[src/rtl/trans_dispatcher_pkg.sv]
// Shared transaction word layout and dispatcher state encoding.
// The validator is expected to move onto these constants as well.
package trans_pkg;

  localparam int unsigned TRANS_W         = 128;
  localparam int unsigned BIT_BLOCK_START = 9;

  localparam int unsigned SENDER_MSB   = 127;
  localparam int unsigned SENDER_LSB   = 80;
  localparam int unsigned RECEIVER_MSB = 79;
  localparam int unsigned RECEIVER_LSB = 32;
  localparam int unsigned AMOUNT_MSB   = 31;
  localparam int unsigned AMOUNT_LSB   = 10;
  localparam int unsigned FLAGS_MSB    = 9;
  localparam int unsigned FLAGS_LSB    = 0;

  localparam int unsigned SENDER_W   = SENDER_MSB - SENDER_LSB + 1;
  localparam int unsigned RECEIVER_W = RECEIVER_MSB - RECEIVER_LSB + 1;
  localparam int unsigned AMOUNT_W   = AMOUNT_MSB - AMOUNT_LSB + 1;
  localparam int unsigned FLAGS_W    = FLAGS_MSB - FLAGS_LSB + 1;

  typedef enum logic [1:0] {
    IDLE,
    ACK,
    RUN
  } disp_state_t;

  function automatic logic is_block_start(input logic [TRANS_W-1:0] word);
    return word[BIT_BLOCK_START];
  endfunction

  function automatic logic [TRANS_W-1:0] pack_trans(
    input logic [SENDER_W-1:0]   sender,
    input logic [RECEIVER_W-1:0] receiver,
    input logic [AMOUNT_W-1:0]   amount,
    input logic [FLAGS_W-1:0]    flags
  );
    logic [TRANS_W-1:0] word;
    word = '0;
    word[SENDER_MSB:SENDER_LSB]     = sender;
    word[RECEIVER_MSB:RECEIVER_LSB] = receiver;
    word[AMOUNT_MSB:AMOUNT_LSB]     = amount;
    word[FLAGS_MSB:FLAGS_LSB]       = flags;
    return word;
  endfunction

endpackage

[src/rtl/trans_dispatcher_if.sv]
// Upstream stream and validator-side signals of the transaction dispatcher.
// master = environment (upstream + validator), slave = dispatcher.
interface trans_dispatcher_if;
  import trans_pkg::*;

  logic [TRANS_W-1:0] in_data_i;
  logic               in_valid_i;
  logic               in_ready_o;
  logic [TRANS_W-1:0] val_data_o;
  logic               val_valid_o;
  logic               val_busy_i;

  modport master (
    output in_data_i, in_valid_i, val_busy_i,
    input  in_ready_o, val_data_o, val_valid_o
  );

  modport slave (
    input  in_data_i, in_valid_i, val_busy_i,
    output in_ready_o, val_data_o, val_valid_o
  );

endinterface

[src/rtl/trans_dispatcher_sync_fifo.sv]
// Synchronous FIFO with extra-bit wrap pointers and a zero-latency head read.
module sync_fifo #(
  parameter int unsigned WIDTH = 128,
  parameter int unsigned DEPTH = 16
) (
  input  logic             clk,
  input  logic             rst_n,
  input  logic             i_push,
  input  logic [WIDTH-1:0] i_wdata,
  input  logic             i_pop,
  output logic [WIDTH-1:0] o_rdata,
  output logic             o_full,
  output logic             o_empty
);

  localparam int unsigned AW       = $clog2(DEPTH);
  localparam logic [AW:0] FULL_CNT = DEPTH[AW:0];
  localparam logic [AW:0] PTR_ONE  = 1;

  logic [WIDTH-1:0] r_mem [DEPTH];
  logic [AW:0]      r_wptr;
  logic [AW:0]      r_rptr;
  logic [AW:0]      w_count;
  logic             w_wr;
  logic             w_rd;

  assign w_count = r_wptr - r_rptr;
  assign o_full  = (w_count == FULL_CNT);
  assign o_empty = (w_count == '0);
  assign w_wr    = i_push && !o_full;
  assign w_rd    = i_pop && !o_empty;
  assign o_rdata = r_mem[r_rptr[AW-1:0]];

  always_ff @(posedge clk or negedge rst_n) begin
    if (!rst_n) begin
      r_wptr <= '0;
      r_rptr <= '0;
    end else begin
      if (w_wr) r_wptr <= r_wptr + PTR_ONE;
      if (w_rd) r_rptr <= r_rptr + PTR_ONE;
    end
  end

  // Storage needs no reset: emptiness is tracked by the pointers alone.
  always_ff @(posedge clk) begin
    if (w_wr) r_mem[r_wptr[AW-1:0]] <= i_wdata;
  end

endmodule

[src/rtl/trans_dispatcher.sv]
// Buffers upstream transactions and issues them one at a time to an idle
// validator, flagging missing acknowledgement and busy hangs.
module trans_dispatcher
  import trans_pkg::*;
#(
  parameter int unsigned FIFO_DEPTH   = 16,
  parameter int unsigned ACK_WINDOW   = 2,
  parameter int unsigned BUSY_TIMEOUT = 32768
) (
  input  logic              clk,
  input  logic              rst_n,
  trans_dispatcher_if.slave bus,
  output logic              issue_err_o,
  output logic              timeout_o,
  output logic [31:0]       dispatched_cnt_o,
  output logic [15:0]       block_cnt_o
);

  localparam logic [31:0] ACK_LIMIT = 32'(ACK_WINDOW);
  localparam logic [31:0] RUN_LIMIT = 32'(BUSY_TIMEOUT - 1);

  disp_state_t        r_state;
  logic [31:0]        r_timer;
  logic [TRANS_W-1:0] r_val_data;
  logic               r_val_valid;
  logic               r_issue_err;
  logic               r_timeout;
  logic [31:0]        r_dispatched;
  logic [15:0]        r_block;

  logic               w_full;
  logic               w_empty;
  logic               w_push;
  logic               w_pop;
  logic [TRANS_W-1:0] w_head;

  assign w_push = bus.in_valid_i && !w_full;
  assign w_pop  = (r_state == IDLE) && !w_empty && !bus.val_busy_i;

  sync_fifo #(
    .WIDTH (TRANS_W),
    .DEPTH (FIFO_DEPTH)
  ) u_fifo (
    .clk     (clk),
    .rst_n   (rst_n),
    .i_push  (w_push),
    .i_wdata (bus.in_data_i),
    .i_pop   (w_pop),
    .o_rdata (w_head),
    .o_full  (w_full),
    .o_empty (w_empty)
  );

  always_ff @(posedge clk or negedge rst_n) begin
    if (!rst_n) begin
      r_state      <= IDLE;
      r_timer      <= '0;
      r_val_data   <= '0;
      r_val_valid  <= 1'b0;
      r_issue_err  <= 1'b0;
      r_timeout    <= 1'b0;
      r_dispatched <= '0;
      r_block      <= '0;
    end else begin
      r_val_valid <= 1'b0;
      r_issue_err <= 1'b0;
      r_timeout   <= 1'b0;
      unique case (r_state)
        IDLE: begin
          if (w_pop) begin
            r_val_data   <= w_head;
            r_val_valid  <= 1'b1;
            r_dispatched <= r_dispatched + 32'd1;
            if (is_block_start(w_head)) r_block <= r_block + 16'd1;
            r_timer      <= '0;
            r_state      <= ACK;
          end
        end
        // Window count is tested before incrementing, so the error pulse
        // lands ACK_WINDOW+1 cycles after the issue pulse.
        ACK: begin
          if (bus.val_busy_i) begin
            r_timer <= '0;
            r_state <= RUN;
          end else if (r_timer == ACK_LIMIT) begin
            r_issue_err <= 1'b1;
            r_state     <= IDLE;
          end else begin
            r_timer <= r_timer + 32'd1;
          end
        end
        RUN: begin
          if (!bus.val_busy_i) begin
            r_state <= IDLE;
          end else if (r_timer == RUN_LIMIT) begin
            r_timeout <= 1'b1;
            r_state   <= IDLE;
          end else begin
            r_timer <= r_timer + 32'd1;
          end
        end
        default: r_state <= IDLE;
      endcase
    end
  end

  assign bus.in_ready_o  = !w_full;
  assign bus.val_data_o  = r_val_data;
  assign bus.val_valid_o = r_val_valid;
  assign issue_err_o      = r_issue_err;
  assign timeout_o        = r_timeout;
  assign dispatched_cnt_o = r_dispatched;
  assign block_cnt_o      = r_block;

endmodule

[src/flat_wrapper.sv]
// flat-port wrapper written by rule: the top's interface ports become plain ports
module trans_dispatcher_flat import trans_pkg::*;
#(
  parameter int unsigned FIFO_DEPTH   = 16,
  parameter int unsigned ACK_WINDOW   = 2,
  parameter int unsigned BUSY_TIMEOUT = 32768
)
  (clk, rst_n, issue_err_o, timeout_o, dispatched_cnt_o, block_cnt_o, bus_in_data_i, bus_in_valid_i, bus_val_busy_i, bus_in_ready_o, bus_val_data_o, bus_val_valid_o);
  trans_dispatcher_if bus_i ();
  input  logic clk;
  input  logic rst_n;
  output logic issue_err_o;
  output logic timeout_o;
  output logic [31:0] dispatched_cnt_o;
  output logic [15:0] block_cnt_o;
  input wire logic [$bits(bus_i.in_data_i)-1:0] bus_in_data_i;
  input wire logic [$bits(bus_i.in_valid_i)-1:0] bus_in_valid_i;
  input wire logic [$bits(bus_i.val_busy_i)-1:0] bus_val_busy_i;
  output wire logic [$bits(bus_i.in_ready_o)-1:0] bus_in_ready_o;
  output wire logic [$bits(bus_i.val_data_o)-1:0] bus_val_data_o;
  output wire logic [$bits(bus_i.val_valid_o)-1:0] bus_val_valid_o;
  assign bus_i.in_data_i = bus_in_data_i;
  assign bus_i.in_valid_i = bus_in_valid_i;
  assign bus_i.val_busy_i = bus_val_busy_i;
  assign bus_in_ready_o = bus_i.in_ready_o;
  assign bus_val_data_o = bus_i.val_data_o;
  assign bus_val_valid_o = bus_i.val_valid_o;
  trans_dispatcher #(.FIFO_DEPTH(FIFO_DEPTH), .ACK_WINDOW(ACK_WINDOW), .BUSY_TIMEOUT(BUSY_TIMEOUT)) u_core (.clk(clk), .rst_n(rst_n), .bus(bus_i), .issue_err_o(issue_err_o), .timeout_o(timeout_o), .dispatched_cnt_o(dispatched_cnt_o), .block_cnt_o(block_cnt_o));
endmodule
[config.mk]
export PLATFORM = sky130hd
export DESIGN_NAME = trans_dispatcher_flat
export DESIGN_NICKNAME = d
export VERILOG_FILES = /design/src/rtl/trans_dispatcher_pkg.sv /design/src/rtl/trans_dispatcher_if.sv /design/src/rtl/trans_dispatcher_sync_fifo.sv /design/src/rtl/trans_dispatcher.sv /design/src/flat_wrapper.sv
export SDC_FILE = /design/constraint.sdc
export NUM_CORES = 2
export LEC_CHECK = 0
export CAP_MARGIN = 10
export CORE_MARGIN = 3
export CORE_UTILIZATION = 26
export CTS_BUF_LIST = sky130_fd_sc_hd__clkbuf_2
export DETAILED_ROUTE_END_ITERATION = 6
export GPL_TIMING_DRIVEN = 0
export PLACE_DENSITY = 0.48
export SETUP_SLACK_MARGIN = 0.2
export SLEW_MARGIN = 25
export SYNTH_ARGS = -nofsm -noshare
export SYNTH_HDL_FRONTEND = slang
export SYNTH_SLANG_ARGS = --single-unit
export TNS_END_PERCENT = 10
[constraint.sdc]
create_clock -name clk -period 15.25 [get_ports clk]
set_input_delay 3.8125 -clock clk [delete_from_list [all_inputs] [get_ports clk]]
set_output_delay 3.8125 -clock clk [all_outputs]
set_load 0.05 [all_outputs]
# Word-level counts from Yosys, hierarchy flattened
# Memories as Yosys holds them, arrays and structs flattened.
# Cells that the tools add are included.
dict set report totals {
  reg_bits 223
  ramBits 2048
  inputBits 132
  wordCells 65
  memories 1
}
dict set report op_classes {
  n_addsub 6
  n_eq_ne 11
  n_mux 22
  reduce_logical 15
}
# memory depth width read_ports rd_clocked_by_memory_dff wr line
set mem_list {}
lappend mem_list {u_core.u_fifo.r_mem 16 128 1 0 1 trans_dispatcher_sync_fifo.sv:20} ;# logic [WIDTH-1:0] r_mem [DEPTH];
# cell count
set op_table {}
lappend op_table {{two-way mux 32 bit} 5}
lappend op_table {{case mux 32 bit (3 select lines)} 1}
lappend op_table {{adder 32 x 1 -> 32 bit, second input constant} 2}
lappend op_table {{equality test 32 x 15 -> 1 bit, second input constant} 1}
lappend op_table {{equality test 32 x 2 -> 1 bit, second input constant} 1}
lappend op_table {{adder 16 x 1 -> 16 bit, second input constant} 1}
lappend op_table {{adder 5 x 1 -> 5 bit, second input constant} 2}
lappend op_table {{two-way mux 1 bit} 10}
lappend op_table {{two-way mux 2 bit} 5}
lappend op_table {{!= test 2 bit, second input constant} 3}
lappend op_table {{!= test 3 x 2 -> 1 bit, second input constant} 2}
lappend op_table {{case mux 2 bit (3 select lines)} 1}
lappend op_table {{AND reduction 3 bit} 2}
lappend op_table {{equality test 5 bit, second input constant} 1}
lappend op_table {{logical AND 1 bit} 5}
lappend op_table {{logical NOT 5 bit} 1}
lappend op_table {{AND reduction 5 bit} 1}
lappend op_table {{subtractor 5 bit} 1}
lappend op_table {{logical NOT 1 bit} 3}
lappend op_table {{!= test 3 bit, second input constant} 1}
lappend op_table {{nonzero test 3 bit} 1}
lappend op_table {{equality test 2 x 1 -> 1 bit, second input constant} 1}
lappend op_table {{equality test 2 bit, second input constant} 1}
lappend op_table {{logical NOT 2 bit} 1}
lappend op_table {{AND reduction 2 bit} 1}

# Depth between registers and ports, before layout
dict set report logic_depth {
  word_depth 7
  mapped_depth 15
}

# Modules after synthesis
# A second synthesis with hierarchy kept.
dict set report unflattened {
  hier_cells 4615
  hier_area_um2 87858.0
}
# mod instances cells_per_inst area_each_um2 seq_area_each_um2
set by_module_without_submodules {}
lappend by_module_without_submodules {sync_fifo 1 3617 78560.3 61749.2}
lappend by_module_without_submodules {trans_dispatcher 1 998 9297.7 5330.1}

# Worst setup path after synthesis
# OpenSTA, ideal clock, no wires.
dict set report synth_path {
  path_type {input -> register}
  startpoint {in bus_in_valid_i}
  endpoint {mem u_core.u_fifo.r_mem[3][0] (enable)}
  setup_time_ns 0.771
  arrival_time_ns 13.091
  setup_slack_ns 1.388
  stages 3
  n_path_buf 0
  path_cell_list {a21boi_1 -> nand2_1 -> nor3_1}
}
dict set report synth_via {
  elab_chain_cells 4
}
# element line
set synth_rtl {}
lappend synth_rtl {{start, declared} flat_wrapper.sv:17} ;# input wire logic [$bits(bus_i.in_valid_i)-1:0] bus_in_valid_i;
lappend synth_rtl {{logical AND 1 bit} trans_dispatcher.sv:37} ;# assign w_push = bus.in_valid_i && !w_full;
lappend synth_rtl {{logical AND 1 bit} trans_dispatcher_sync_fifo.sv:30} ;# assign w_wr = i_push && !o_full;
lappend synth_rtl {{two-way mux 1 bit} trans_dispatcher_sync_fifo.sv:46} ;# if (w_wr) r_mem[r_wptr[AW-1:0]] <= i_wdata;
lappend synth_rtl {{two-way mux 1 bit (not written as such)} trans_dispatcher_sync_fifo.sv:46}
lappend synth_rtl {{end, declared} trans_dispatcher_sync_fifo.sv:20}
# No other way between the ends.

# Worst setup path after layout
dict set report layout_path {
  startpoint {reg u_core.u_fifo.r_rptr[2]}
  endpoint {out bus_in_ready_o}
}
dict set report layout_via {
  elab_chain_cells 3
}
# element line
set layout_rtl {}
lappend layout_rtl {{start, declared} trans_dispatcher_sync_fifo.sv:22} ;# logic [AW:0] r_rptr;
lappend layout_rtl {{start signal, assigned} trans_dispatcher_sync_fifo.sv:40} ;# if (w_rd) r_rptr <= r_rptr + PTR_ONE;
lappend layout_rtl {{subtractor 5 bit} trans_dispatcher_sync_fifo.sv:27} ;# assign w_count = r_wptr - r_rptr;
lappend layout_rtl {{equality test 5 bit} trans_dispatcher_sync_fifo.sv:28} ;# assign o_full = (w_count == FULL_CNT);
lappend layout_rtl {{logical NOT 1 bit} trans_dispatcher.sv:107} ;# assign bus.in_ready_o = !w_full;
lappend layout_rtl {{end, declared} flat_wrapper.sv:19} ;# output wire logic [$bits(bus_i.in_ready_o)-1:0] bus_in_ready_o;
# No other way between the ends.

==> results.md <==
* Die H at 582 um
* Initial Util at 26.1%
* Share of cells above drive strength 1 at about 40%
* FF+latch area at 67100 um^2
* Switching share of power at 35.1%
* Mapped Cells at 3651
* CTS root buf: clkbuf_2
* Fill cells at 32100
* Register area share after synthesis at between 70 and 80%
* Worst hold stages at 1
* Iteration-0 DRC Markers at approximately 4200
* LEAKAGE at between 30 and 40 nW
* CP Launch Type: flop
* H-tree depth at 6
* Worst EP required at 11.44 ns
* Via/cell ratio at 4.59
* Die ar. at 339000 um^2
* ANT nets after route at 0
* Main area contributors after synthesis: edfxtp_1 (71%), mux4_2 (17%), dfrtp_1 (6.5%)
* Resized Gates After CTS at 0
* Netlist Area Pre-Place at 86400 um^2
* Crit path DAT at 6.13 ns
* I/O pin cnt at 312
* CP Launch Point: u_core.u_fifo.r_rptr[2]
* CTS tree: built
* Path depth of the worst reg2reg path at 21
* # DRC at 0
* NumNets Final at 4952
* GPL Wtd Cong at 0.738
* Clk sinks at between 2000 and 2500
* Unrepaired setup endpoints after global routing: false
* First-pass GRT wire length at 354 mm
* Fin crit period at around 9.9 ns
* Total Negative Setup Slacks at 0 ns
* Worst slew pin tran at 1.14 ns
* Status: complete, no violations
* Critical Path Sink Type: output port
* #FFs+latches synth at ~2300
* Top cells by count, synth: edfxtp_1 (2048), mux4_2 (639), dfrtp_1 (223)
* Pin count of the biggest net entering global routing at 66
* Area grow syn2layout at 21.5%
* Post-synth top area share at 71.2%
* Synth Area per Inst at 23.7 um^2
* Initial antenna violation count at 97
* Reg2Reg Setup Slack at between 8 and 9 ns
* GRT Total Usage at 14.7%
* # hold bufs at CTS at 0
* FMAX at just over 100 MHz
* Min-delay src: u_core.dispatched_cnt_o[31]
* Multi-input gate area at 18600 um^2
* # Post-CTS Setup Buffers at 0
* Psw at 6.65 mW
* Core area at 331000 um^2
* Yosys warning total at 0
* Setup violators final at 0
* Final Hold Vio Count at 0
* Site Rows at 211
* Int Pwr at 12.3 mW
* Post-synth EDFFs at 2048
* Flop pwr share at 41.4%
* WL final at 253 mm
* Cell accounting for the most synthesized area: edfxtp_1
* Prevailing post-synth register cell: edfxtp_1
* Clock latency at the later pin of the worst-skew pair at ~1.7 ns
* Hpwl dp at between 150 and 200 mm
* Rel. slew slack at 24.2%
* Crit Reg-Reg Endpoint: u_core.u_fifo.r_mem[0][101]
* Clock tree buffer depth at 4
* Post-route clock skew at ~0.12 ns
* Vias in the first global route at 45900
* Hold Crit Class: flop to flop
* Worst Path Max Fanout at 10
* Comb pwr share at 36.0%
* Global route overflow at 0
* Post-Syn Nets at 3800
* Clock share of power at 22.6%
* Detailed-route via count at 44300
* Total Power at about 19 mW
* Die width at 582 um
* Yosys cell types at 54
* PortBufs at 311
* Pins Over Slew Limit at 0
* Hold EP: u_core.dispatched_cnt_o[31]
* Setup CP Type: flop to output port
* Drt first pass iters at 5
* DR WL/cell at 26.2 um
* Clock-pin slew on the worst setup and hold paths at 0.11 ns
* Final Cycle Share at 65.2%
* Async set or reset register ratio after synthesis at 9.82%
* PD cells at 180 nW/um^2
* Num CTS Buffers at 590
* Maxcap violations at 0
* Most frequent cell after synthesis: edfxtp_1
* Peak supply drop at 113 uV
* Worst r2r src: u_core.u_fifo.r_rptr[2]
## sequential cells by signal, summed over array words and instances, names as in the netlist
| signal | flops |
|---|---|
| u_core.block_cnt_o | 16 |
| u_core.bus.val_data_o | 128 |
| u_core.bus.val_valid_o | 1 |
| u_core.dispatched_cnt_o | 32 |
| u_core.issue_err_o | 1 |
| u_core.r_state | 2 |
| u_core.r_timer | 32 |
| u_core.timeout_o | 1 |
| u_core.u_fifo.r_mem | 2048 |
| u_core.u_fifo.r_rptr | 5 |
| u_core.u_fifo.r_wptr | 5 |
## cell usage in the layout, fill, tap and decap left out, types with 15 or more instances in the layout
cell	instances
dfrtp_1	223
mux2_2	130
inv_2	22
buf_4	102
diode_2	28
xnor2_1	29
mux4_2	639
buf_2	61
clkdlybuf4s50_1	310
xor2_1	27
and3_1	16
o31ai_1	51
edfxtp_1	2048
clkbuf_2	944
nor4_1	15
clkinv_1	78
nand4_1	22
buf_12	47
nand2_1	43
nor2_1	38
inv_1	18
nand3_1	24
clkbuf_1	79
ha_1	17
buf_16	91
## worst max-delay path: stages (launching register included)
cell and delay, ns:
dfrtp_1 0.34, clkbuf_1 0.61, clkbuf_2 0.54, buf_16 0.22, clkbuf_1 0.75, inv_1 0.13, ha_1 0.38, xnor2_1 0.19
nor2_1 0.39, nand2_1 0.10, clkdlybuf4s50_1 0.76
## power groups by stage
stage / logic, mW / registers (mW) / clock network [mW]
after floorplan: 3.35 / 8.71 / 0
after global placement: 6.53 / 8.36 / 0
after detailed placement: 7.02 / 7.98 / 0
after CTS: 7.04 / 7.84 / 4.47
after global routing: 7.25 / 7.91 / 4.80
final: 6.82 / 7.84 / 4.28
## cells by family after synthesis
logic type / synth area share (%)
fa+ha+maj: 0.246
compound gates: 0.931
simple gates: 1.26
mux: 18.4
buf+inv: 0.967
flops: 77.6
xor+xnor: 0.594
## metal layers
layer / global-route usage [%] / share of wire [%] / wire length [um] / vias up
met5: 0 / 0.12 / 292 / -
met4: 3.54 / 1.9 / 4750 / 44
met3: 4.14 / 7.7 / 19500 / 449
met2: 22.7 / 46 / 117000 / 1691
met1: 20.4 / 44 / 111000 / 23800
li1: - / - / - / 18300
## per-stage QoR
stage / cells / utilization (%) / worst slack, ns / hold WS, ns / area (um^2)
after floorplan: 3651 / - / 1.39 / 0.452 / 86400
after detailed placement: 8576 / 30.1 / 6.90 / 0.469 / 99500
after global placement: 8328 / 28.7 / -14.68 / 0.459 / 95000
after global routing: 9615 / 31.7 / 4.80 / 0.500 / 105000
final: 9637 / 31.8 / 5.31 / 0.471 / 105000
after CTS: 9608 / 31.7 / 4.88 / 0.479 / 105000
## worst max-delay path by stage
stage | slack, ns | to | cells after the start
final | 5.31 | bus_in_ready_o | 10
after global routing | 4.80 | bus_in_ready_o | 10
after CTS | 4.88 | bus_in_ready_o | 10
after detailed placement | 6.90 | bus_in_ready_o | 10
after global placement | -14.68 | u_core.u_fifo.r_mem[2][117] | 11
after floorplan | 1.39 | u_core.u_fifo.r_mem[3][0] | 3
## final cells by class
class,count,area share (%)
well taps,4366,5.20
repair buffers,560,7.09
clock inverters,128,0.806
diodes,28,0.0668
inverters,19,0.0679
plain buffers,190,0.821
multi-input cells,1171,17.7
flip-flops and latches,2271,63.9
clock buffers,904,4.31
(Power assumes the default switching activity.)
